==> src/rtl/ps2_send_pkg.sv <==
// Shared definitions for the PS/2 host-to-device transmitter.
package ps2_send_pkg;

  typedef enum logic [2:0] {
    ST_IDLE      = 3'd0,
    ST_INHIBIT   = 3'd1,
    ST_REQ       = 3'd2,
    ST_SEND      = 3'd3,
    ST_ACK       = 3'd4,
    ST_WAIT_IDLE = 3'd5
  } state_t;

  // Full frame on the wire: start, 8 data, parity, stop.
  localparam int FRAME_BITS = 11;
  localparam int DATA_BITS  = 8;
  // Falling edge on which the device's ACK is sampled.
  localparam int ACK_EDGE   = 11;
  // The start bit is driven in REQ, so only the rest of the frame is shifted.
  localparam int SHIFT_BITS = FRAME_BITS - 1;

  // Shift-register image sent LSB first: data, odd parity, stop.
  function automatic logic [SHIFT_BITS-1:0] build_frame(input logic [DATA_BITS-1:0] data);
    return {1'b1, ~^data, data};
  endfunction

endpackage

==> src/rtl/ps2_send_negedge_det.sv <==
// Synchronizes the raw PS/2 clock and flags its falling edge for one cycle.
module ps2_send_negedge_det (
  input  logic clk,
  input  logic i_sclr,
  input  logic i_line,
  output logic o_sync,
  output logic o_fall_en
);

  logic [2:0] sync_q;

  // Two synchronizer stages plus one history stage; idle line is pulled up.
  always_ff @(posedge clk) begin
    if (i_sclr) sync_q <= 3'b111;
    else        sync_q <= {sync_q[1:0], i_line};
  end

  assign o_sync    = sync_q[1];
  assign o_fall_en = sync_q[2] & ~sync_q[1];

endmodule

==> src/rtl/ps2_send.sv <==
// PS/2 host-to-device command transmitter driving open-drain enables.
//
// state      | meaning
// -----------+-----------------------------------------------------------
// IDLE       | lines released, waiting for a byte request
// INHIBIT    | host holds the PS/2 clock low
// REQ        | clock and data both low for one cycle (request-to-send)
// SEND       | device clocks; data, parity and stop change on each fall
// ACK        | sample the device ACK on the next falling edge
// WAIT_IDLE  | wait for both lines high, then report done
module ps2_send #(
  parameter int INHIBIT_CYCLES = 5000,
  parameter int TIMEOUT_CYCLES = 750000
) (
  input  logic       clk,
  input  logic       i_sclr,
  input  logic       i_ps2_clk,
  input  logic       i_ps2_dat,
  input  logic       i_byte_en,
  input  logic [7:0] i_byte,
  output logic       o_busy,
  output logic       o_ps2_clk_oe,
  output logic       o_ps2_dat_oe,
  output logic       o_done,
  output logic       o_err
);

  import ps2_send_pkg::*;

  localparam int IW = $clog2(INHIBIT_CYCLES + 1);
  localparam int TW = $clog2(TIMEOUT_CYCLES + 1);
  localparam logic [IW-1:0] INHIBIT_LOAD = IW'(INHIBIT_CYCLES - 1);
  localparam logic [TW-1:0] TIMEOUT_LOAD = TW'(TIMEOUT_CYCLES - 1);
  // Edge count already seen when the stop-bit edge arrives.
  localparam logic [3:0]    LAST_SEND_EDGE = 4'(ACK_EDGE - 2);

  state_t                  state_q, state_d;
  logic [SHIFT_BITS-1:0]   frame_q, frame_d;
  logic [IW-1:0]           icnt_q, icnt_d;
  logic [TW-1:0]           tcnt_q, tcnt_d;
  logic [3:0]              ecnt_q, ecnt_d;
  logic                    dat_oe_q, dat_oe_d;
  logic                    done_q, done_d;
  logic                    err_q, err_d;
  logic [1:0]              dat_sync_q;
  logic                    clk_sync;
  logic                    fall_en;
  logic                    dat_sync;

  ps2_send_negedge_det u_clk_det (
    .clk      (clk),
    .i_sclr   (i_sclr),
    .i_line   (i_ps2_clk),
    .o_sync   (clk_sync),
    .o_fall_en(fall_en)
  );

  // Two-stage synchronizer for the PS/2 data line.
  always_ff @(posedge clk) begin
    if (i_sclr) dat_sync_q <= 2'b11;
    else        dat_sync_q <= {dat_sync_q[0], i_ps2_dat};
  end

  assign dat_sync = dat_sync_q[1];

  // State and datapath registers.
  always_ff @(posedge clk) begin
    if (i_sclr) begin
      state_q  <= ST_IDLE;
      frame_q  <= '0;
      icnt_q   <= '0;
      tcnt_q   <= '0;
      ecnt_q   <= '0;
      dat_oe_q <= 1'b0;
      done_q   <= 1'b0;
      err_q    <= 1'b0;
    end else begin
      state_q  <= state_d;
      frame_q  <= frame_d;
      icnt_q   <= icnt_d;
      tcnt_q   <= tcnt_d;
      ecnt_q   <= ecnt_d;
      dat_oe_q <= dat_oe_d;
      done_q   <= done_d;
      err_q    <= err_d;
    end
  end

  // Next-state, counters and line control.
  always_comb begin
    state_d  = state_q;
    frame_d  = frame_q;
    icnt_d   = icnt_q;
    tcnt_d   = tcnt_q;
    ecnt_d   = ecnt_q;
    dat_oe_d = dat_oe_q;
    done_d   = 1'b0;
    err_d    = err_q;
    case (state_q)
      ST_IDLE: begin
        if (i_byte_en) begin
          state_d  = ST_INHIBIT;
          frame_d  = build_frame(i_byte);
          icnt_d   = INHIBIT_LOAD;
          ecnt_d   = '0;
          err_d    = 1'b0;
          dat_oe_d = 1'b0;
        end
      end
      ST_INHIBIT: begin
        if (icnt_q == '0) begin
          state_d  = ST_REQ;
          dat_oe_d = 1'b1;
        end else begin
          icnt_d = icnt_q - 1'b1;
        end
      end
      ST_REQ: begin
        state_d = ST_SEND;
        tcnt_d  = TIMEOUT_LOAD;
      end
      ST_SEND, ST_ACK: begin
        if (tcnt_q == '0) begin
          // Device stalled: release everything and report failure directly.
          state_d  = ST_IDLE;
          dat_oe_d = 1'b0;
          done_d   = 1'b1;
          err_d    = 1'b1;
        end else begin
          tcnt_d = tcnt_q - 1'b1;
          if (fall_en) begin
            ecnt_d = ecnt_q + 1'b1;
            if (state_q == ST_SEND) begin
              dat_oe_d = ~frame_q[0];
              frame_d  = frame_q >> 1;
              if (ecnt_q == LAST_SEND_EDGE) state_d = ST_ACK;
            end else begin
              err_d   = dat_sync;
              state_d = ST_WAIT_IDLE;
            end
          end
        end
      end
      ST_WAIT_IDLE: begin
        if (clk_sync && dat_sync) begin
          state_d = ST_IDLE;
          done_d  = 1'b1;
        end
      end
      default: state_d = ST_IDLE;
    endcase
  end

  assign o_busy       = (state_q != ST_IDLE);
  assign o_ps2_clk_oe = (state_q == ST_INHIBIT) || (state_q == ST_REQ);
  assign o_ps2_dat_oe = dat_oe_q;
  assign o_done       = done_q;
  assign o_err        = err_q;

endmodule

==> config.mk <==
export PLATFORM = sky130hd
export DESIGN_NAME = ps2_send
export DESIGN_NICKNAME = d
export VERILOG_FILES = /design/src/rtl/ps2_send_pkg.sv /design/src/rtl/ps2_send_negedge_det.sv /design/src/rtl/ps2_send.sv
export SDC_FILE = /design/constraint.sdc
export NUM_CORES = 1
export LEC_CHECK = 0
export CAP_MARGIN = 40
export CORE_UTILIZATION = 25
export DETAILED_ROUTE_END_ITERATION = 8
export GPL_TIMING_DRIVEN = 0
export PLACE_DENSITY = 0.48
export SYNTH_ARGS = -nofsm -noshare
export SYNTH_HDL_FRONTEND = slang
export SYNTH_SLANG_ARGS = --single-unit
==> constraint.sdc <==
create_clock -name clk -period 2.4 [get_ports clk]
set_input_delay 0.48 -clock clk [delete_from_list [all_inputs] [get_ports clk]]
set_output_delay 0.48 -clock clk [all_outputs]
set_load 0.005 [all_outputs]
Yosys cells after proc, flatten, opt, wreduce, memory -nomap -nowiden --
Cells that the tools add are included.
Word-level totals: register bits 58, output and inout port bits 5
Operators by class: add/subtract/negate cells 3, equality and inequality tests 17, muxes and demuxes 35, bitwise operators 3, reductions and logical operators 19
Operators with widths (count):
- two-way mux 10 bit | 4
- case mux 20 bit (2 select lines) | 1
- two-way mux 13 bit | 2
- case mux 13 bit (2 select lines) | 1
- two-way mux 3 bit | 7
- logical NOT 20 bit | 1
- two-way mux 20 bit | 1
- case mux 10 bit (2 select lines) | 1
- subtractor 20 x 1 -> 20 bit, second input constant | 1
- case mux 3 bit (5 select lines) | 1
- AND reduction 5 bit | 3
- inequality test 2 bit, second input constant | 7
- logical NOT 13 bit | 1
- subtractor 13 x 1 -> 13 bit, second input constant | 1
- two-way mux 4 bit | 3
- two-way mux 1 bit | 10
- inequality test 3 bit, second input constant | 3
- case mux 4 bit (2 select lines) | 1
- AND reduction 4 bit | 2
- XNOR reduction 8 bit | 1
- equality test 3 x 2 -> 1 bit, second input constant | 2
- equality test 3 bit, second input constant | 2
- nonzero test 2 bit | 3
- nonzero test 3 bit | 2
- other kinds (14) | 16

Depth between registers and ports, before layout --
word-level depth 6, gate-level depth with buffers 9, gate-level depth less buffers 7

By module --
Synthesis repeated with hierarchy kept, for this count alone.
Unflattened totals: cell total of the unflattened synthesis 353, area total of the unflattened synthesis 2999.1 um2
Modules (own cells, without submodules):
- ps2_send | times used 1, cells each 346, area an instance 2914.0 um2, sequential area each 1101.1 um2
- ps2_send_negedge_det | times used 1, cells each 7, area an instance 85.1 um2, sequential area each 60.1 um2

Least setup slack after synthesis --
Ideal clock, no wire load.
path type reg2reg, from register icnt_q[4], to register state_q[0], setup time 116 ps, arrival 2092 ps, required time 2284 ps, slack 191 ps, cell stages (with the launch flop) 8, cells stage by stage dfxtp_1 -> buf_6 -> or4_1 -> buf_2 -> o31a_1 -> a311o_1 -> o211a_1 -> a41o_1
On the way: word-level cells in the longest chain between the ends 3
RTL lines:
- start, declared | line ps2_send.sv:39 | logic [IW-1:0] icnt_q, icnt_d;
- start signal, assigned | line ps2_send.sv:80 | icnt_q <= icnt_d;
- logical NOT 13 bit | line ps2_send.sv:111 | if (icnt_q == '0) begin
- inequality test 2 bit (no line)
- AND reduction 5 bit (no line)
- end signal, assigned | line ps2_send.sv:78 | state_q <= state_d;
- end, declared | line ps2_send.sv:37 | state_t state_q, state_d;
No other way between the ends. A chain may end at the register's enable or synchronous reset.

Worst setup path in the final report --
from register tcnt_q[11], to register ecnt_q[1]
On the way: word-level cells in the longest chain between the ends 3
RTL lines:
- start, declared | line ps2_send.sv:40 | logic [TW-1:0] tcnt_q, tcnt_d;
- start signal, assigned | line ps2_send.sv:81 | tcnt_q <= tcnt_d;
- logical NOT 20 bit | line ps2_send.sv:123 | if (tcnt_q == '0) begin
- inequality test 2 bit (no line)
- AND reduction 4 bit (no line)
- end signal, assigned | line ps2_send.sv:82 | ecnt_q <= ecnt_d;
- end, declared | line ps2_send.sv:41 | logic [3:0] ecnt_q, ecnt_d;
No other way between the ends.

==> results.cfg <==
[run_status]
status = completed

[setup_path]
crit_path_end_kind = flop
r2r_slack_ns = 0.07
worstPathArrival_ns = 2.56
crit_fanout = 9
critical_path_class = flop to flop
crit_required_ns = 2.63
start_kind = flop

[floorplanning]
start_util_pct = 26.0
num_io_pins = 18
placeableCoreArea_sq_um = 11500
num_rows = 39
die_area_sq_um = 12400
die_h_um = 111
die_w_um = 111

[detailed_routing]
drt_iter0_markers = 157
wl_mm = 7.74
via_count = 2779
drc = 0
ant_nets = 0
drtPass1Iterations = 4
vias_per_cell = 5.14
wl_per_cell_um = 14.3

[synthesis]
synth_top_cells_by_area = dfxtp_1 (39%), nand2_1 (4.5%), nor3_1 (4.3%)
synth_seq_cells = 58
yosys-top-cells-count = dfxtp_1 (58), nand2_1 (36), nor3_1 (26)
ys_async_sr_fraction_pct = 0
yosysMostFrequentCell = dfxtp_1
synth_top_area_cell = dfxtp_1
ys_seq_area_share_pct = 38.8
yosys.area.top_type_share_pct = 38.8
synth_nets = 377
netlist_instances = 359
yosysWarnings = 0
synthFlopType = dfxtp_1
avgSynthCellArea_sq_um = 8.33
synth.cell_area_sq_um = 2990
synth_edf_count = 0
yosys.cell_types.count = 51

[timing]
skew_ns = 0.0101
relSlewSlack_pct = 57.5
period_needed_ns = 2.33
slew_violations = 0
fin_crit_sh_pct = 97.0
hold_viol = 0
worst_pin_slew_ns = 0.638
finalSetupViolCount = 0
rsz0062_at_grt = true
fmax_mhz = 430
hold_slack_ns = 0.401

[cells_and_area]
antenna_cells = 0
final_util_pct = 33.2
drive_gt1_share_pct = 13.8
seq_area_sq_um = 1160
final_area_sq_um = 3820
finish.net_count = 411
n_fill_cell = 1210
multi_input_area_sq_um = 1770
area_growth_pct = 27.8

[clock_network]
tritoncts = built
clkLatencyLatePin_ns = 0.33
max-clock-path-buffers = 2
numCtsBuffers = 9
cts_hold_buffers = 0
htreeDepth = 3
ctsRootBufferMaster = clkbuf_16
clkTransAtPathRegs_ns = 0.05
cts_sinks = 58

[power]
pwr_density_cell_nw_per_um2 = 1370
peakVddDrop_mv = 0.440
power.total_mw = 5.24
p_leak_nw = 1.38

[grt]
antenna_found_initial = 0
first_global_vias = 2592
grt_pass1_wl_mm = 13.0
track_usage_pct = 13.0
overflow = 0
grt_max_degree = 11

[placed_design]
place_area_sq_um = 3330
numPortBuffers = 16
dp_hpwl_mm = 5.40
finalWeightedCongestion = 0.821

[hold_path]
hp-class = flop to flop

[flow_run]
drv_cap = 0
-- per-stage QoR --
step                setup TNS, ns  instances  worst slack [ns]
global route              -0.0625        541           -0.0197
detailed placement          -2.00        518            -0.184
finish                          0        541            0.0725
global placement            -2.15        518            -0.227
CTS                             0        538          0.000388
floorplan                       0        359             0.191
-- where the power goes --
group / switching (mW) / internal, mW
Sequential: 0.233 / 1.22
Combinational: 1.33 / 0.943
Clock: 0.446 / 1.07
Total: 2.01 / 3.23
-- logic make-up after synthesis --
group,Yosys count,share of synthesized area (%)
xor+xnor,20,5.86
buf+inv,32,4.35
fa+ha+maj,5,2.09
flops,58,38.8
mux,4,1.34
compound gates,93,21.5
simple gates,147,26.1
-- flip-flops by register name, indices dropped and copies added, names as in the netlist --
signal            cells
dat_sync_q            2
state_q               3
o_ps2_dat_oe          1
frame_q              10
o_done                1
ecnt_q                4
tcnt_q               20
icnt_q               13
u_clk_det.sync_q      3
o_err                 1
-- routing by layer --
metal	wire length, um	GRT usage, %	up-vias
met5	0	0	-
met4	101	5.32	0
met3	295	3.32	8
met2	3390	19.8	46
met1	3950	17.4	1311
li1	-	-	1414
-- worst max-delay path, stage by stage (launching register included) --
cell      delay (ns)
dfxtp_1         0.34
or4_1           0.64
nand2b_1        0.19
clkbuf_1        0.25
o21ai_2         0.45
a21oi_1         0.15
o31ai_1         0.21
-- layout make-up --
cell class | instances | area share [%]
Inverter | 10 | 0.982
Buffer | 21 | 2.68
Clock buffer | 11 | 6.61
Clock inverter | 5 | 2.62
Sequential cell | 58 | 30.4
Timing Repair Buffer | 24 | 5.76
Tap cell | 143 | 4.68
Multi-Input combinational cell | 269 | 46.3
-- cells in the final DEF, fill, tap and decap left out, types with 7 or more instances in the layout --
master and instances:
a211oi_1 7, a21oi_1 20, a311oi_1 12, buf_4 8, clkbuf_1 12, clkbuf_16 9, clkdlybuf4s50_1 16, dfxtp_1 57
inv_1 8, nand2_1 36, nand4_1 8, nor2_1 20, nor3_1 25, o21ai_0 13, or3_1 7, or4_1 9
xnor2_1 7, xor2_1 13
-- timing repair --
| action | 4_1_cts | 5_1_grt |
|---|---|---|
| gates resized for setup | 12 | 14 |
| buffers inserted | 4 | 4 |
| endpoints found under the setup margin | 30 | 28 |
| pin swaps | 4 | 4 |
-- final timing paths --
kind | start | depth (start not counted) | to
setup reg to reg | tcnt_q[11] | 6 | ecnt_q[1]
setup / recovery | tcnt_q[11] | 6 | ecnt_q[1]
hold / removal | u_clk_det.sync_q[0] | 1 | u_clk_det.sync_q[1]
hold reg to reg | u_clk_det.sync_q[0] | 1 | u_clk_det.sync_q[1]
(Power assumes the default switching activity.)
==> RTL edit: new RTL, same flow settings <==
`INHIBIT_CYCLES`: 5000 -> 2500.
--- a/src/rtl/ps2_send.sv
+++ b/src/rtl/ps2_send.sv
@@ -9,7 +9,7 @@
 // ACK        | sample the device ACK on the next falling edge
 // WAIT_IDLE  | wait for both lines high, then report done
 module ps2_send #(
-  parameter int INHIBIT_CYCLES = 5000,
+  parameter int INHIBIT_CYCLES = 2500,
   parameter int TIMEOUT_CYCLES = 750000
 ) (
   input  logic       clk,
Formal check against the unedited RTL: no difference found for any inputs over 10 cycles, from zero or initial values; that may be too few to reach the edited logic, so the function may still have changed.
==> RTL edit against the unedited design <==
- the run now ends with design-rule violations left
- sequential cell count shrank 1
- hold slack better by 11 ps
- synthesized cell count did not move
- synthesized area rose by 0.67%
- fmax shrank 0.23%
- cell area decreased by 0.59%
- power rose by 2.7%
- critical path depth fell by 1
- combinational power is 12% higher
- routed wire length up 4.5%
- worst setup slack worse by 5.3 ps
- count of clock-buffer cells in the layout up 1
- highest routed layer unchanged
==> RTL edit: results <==
[sta]
clock_skew_ps = 5.45
slew_headroom_pct = 59.2

[setup_path]
crit_slowest_cell = "clkdlybuf4s50_1"
crit_family = "buffers and inverters"
timing.rr.start = "tcnt_q[0]"
critPathArrivalTime_ps = 1850
crit_start = "state_q[0]"

[yosys]
synthAdderAreaFrac_pct = 2.08
synth_mux_area_share_pct = 1.04
synth_xor_xnor_area_share_pct = 6.98
synth_area_leaders = "dfxtp_1 38%, a21oi_1 5.0%, xor2_1 4.1%, a311oi_1 3.8%, nor3_1 3.7%"
netlist_top_cells_count = "57 x dfxtp_1, 30 x a21oi_1, 29 x nand2_1, 25 x nor2_1, 22 x nor3_1"
synth_compound_area_share_pct = 19.7
ys_seq_area_share_pct = 37.9

[cells_and_area]
largestRegisters = "tcnt_q: 20 flops, icnt_q: 12 flops, frame_q: 10 flops"
drive_above_1_share_pct = 15.0
fin_cells = 542

[grt]
grt_pass1_vias = 2563
met3_usage_pct = 3.54
grt_util_met2_pct = 20.5
use_met1_pct = 17.4

[clock_tree]
post_cts_buffers = 0
cts_resized = 6

[place]
place_congestion = 0.810
dpl_cell_area_mm2 = 0.00335
place_ws_ps = 80.9

[pwr]
p_leak_uw = 0.00137
peakVddDrop_mv = 0.505

[routing]
post-route-drc-count = 1
firstDrtPassIters = 6
drt_iter0_drc = 129
via_per_inst = 5.15
routedWlPerCell_um = 14.9

[status]
failed_checks = "design-rule violations"
status = "finished, violations left"
-- RTL edit: final timing paths --
path | endpoint | slack, ps | cells past startpoint
setup / recovery | o_ps2_clk_oe | 70 | 5
hold / removal | u_clk_det.sync_q[1] | 410 | 1
setup reg to reg | tcnt_q[10] | 100 | 8
hold reg to reg | u_clk_det.sync_q[1] | 410 | 1
-- RTL edit: area by class of cell --
cell class / instances / area, um2
flip-flops and latches: 57 / 1140
multi-input cells: 268 / 1780
inverters: 13 / 52.6
repair buffers: 24 / 220
well taps: 143 / 179
clock buffers: 12 / 267
plain buffers: 21 / 111
clock inverters: 4 / 50.0
fillers: 1207 / 7760
-- RTL edit: power by group --
group | internal (uW) | total, uW | switching, uW
registers | 1220 | 1490 | 268
logic | 1030 | 2550 | 1520
clock network | 886 | 1340 | 458
-- RTL edit: layer usage --
metal / vias to the layer above / routed length (um)
met1: 1340 / 3960
met4: 0 / 114
met5: - / 0
met3: 11 / 284
met2: 42 / 3730
li1: 1399 / -
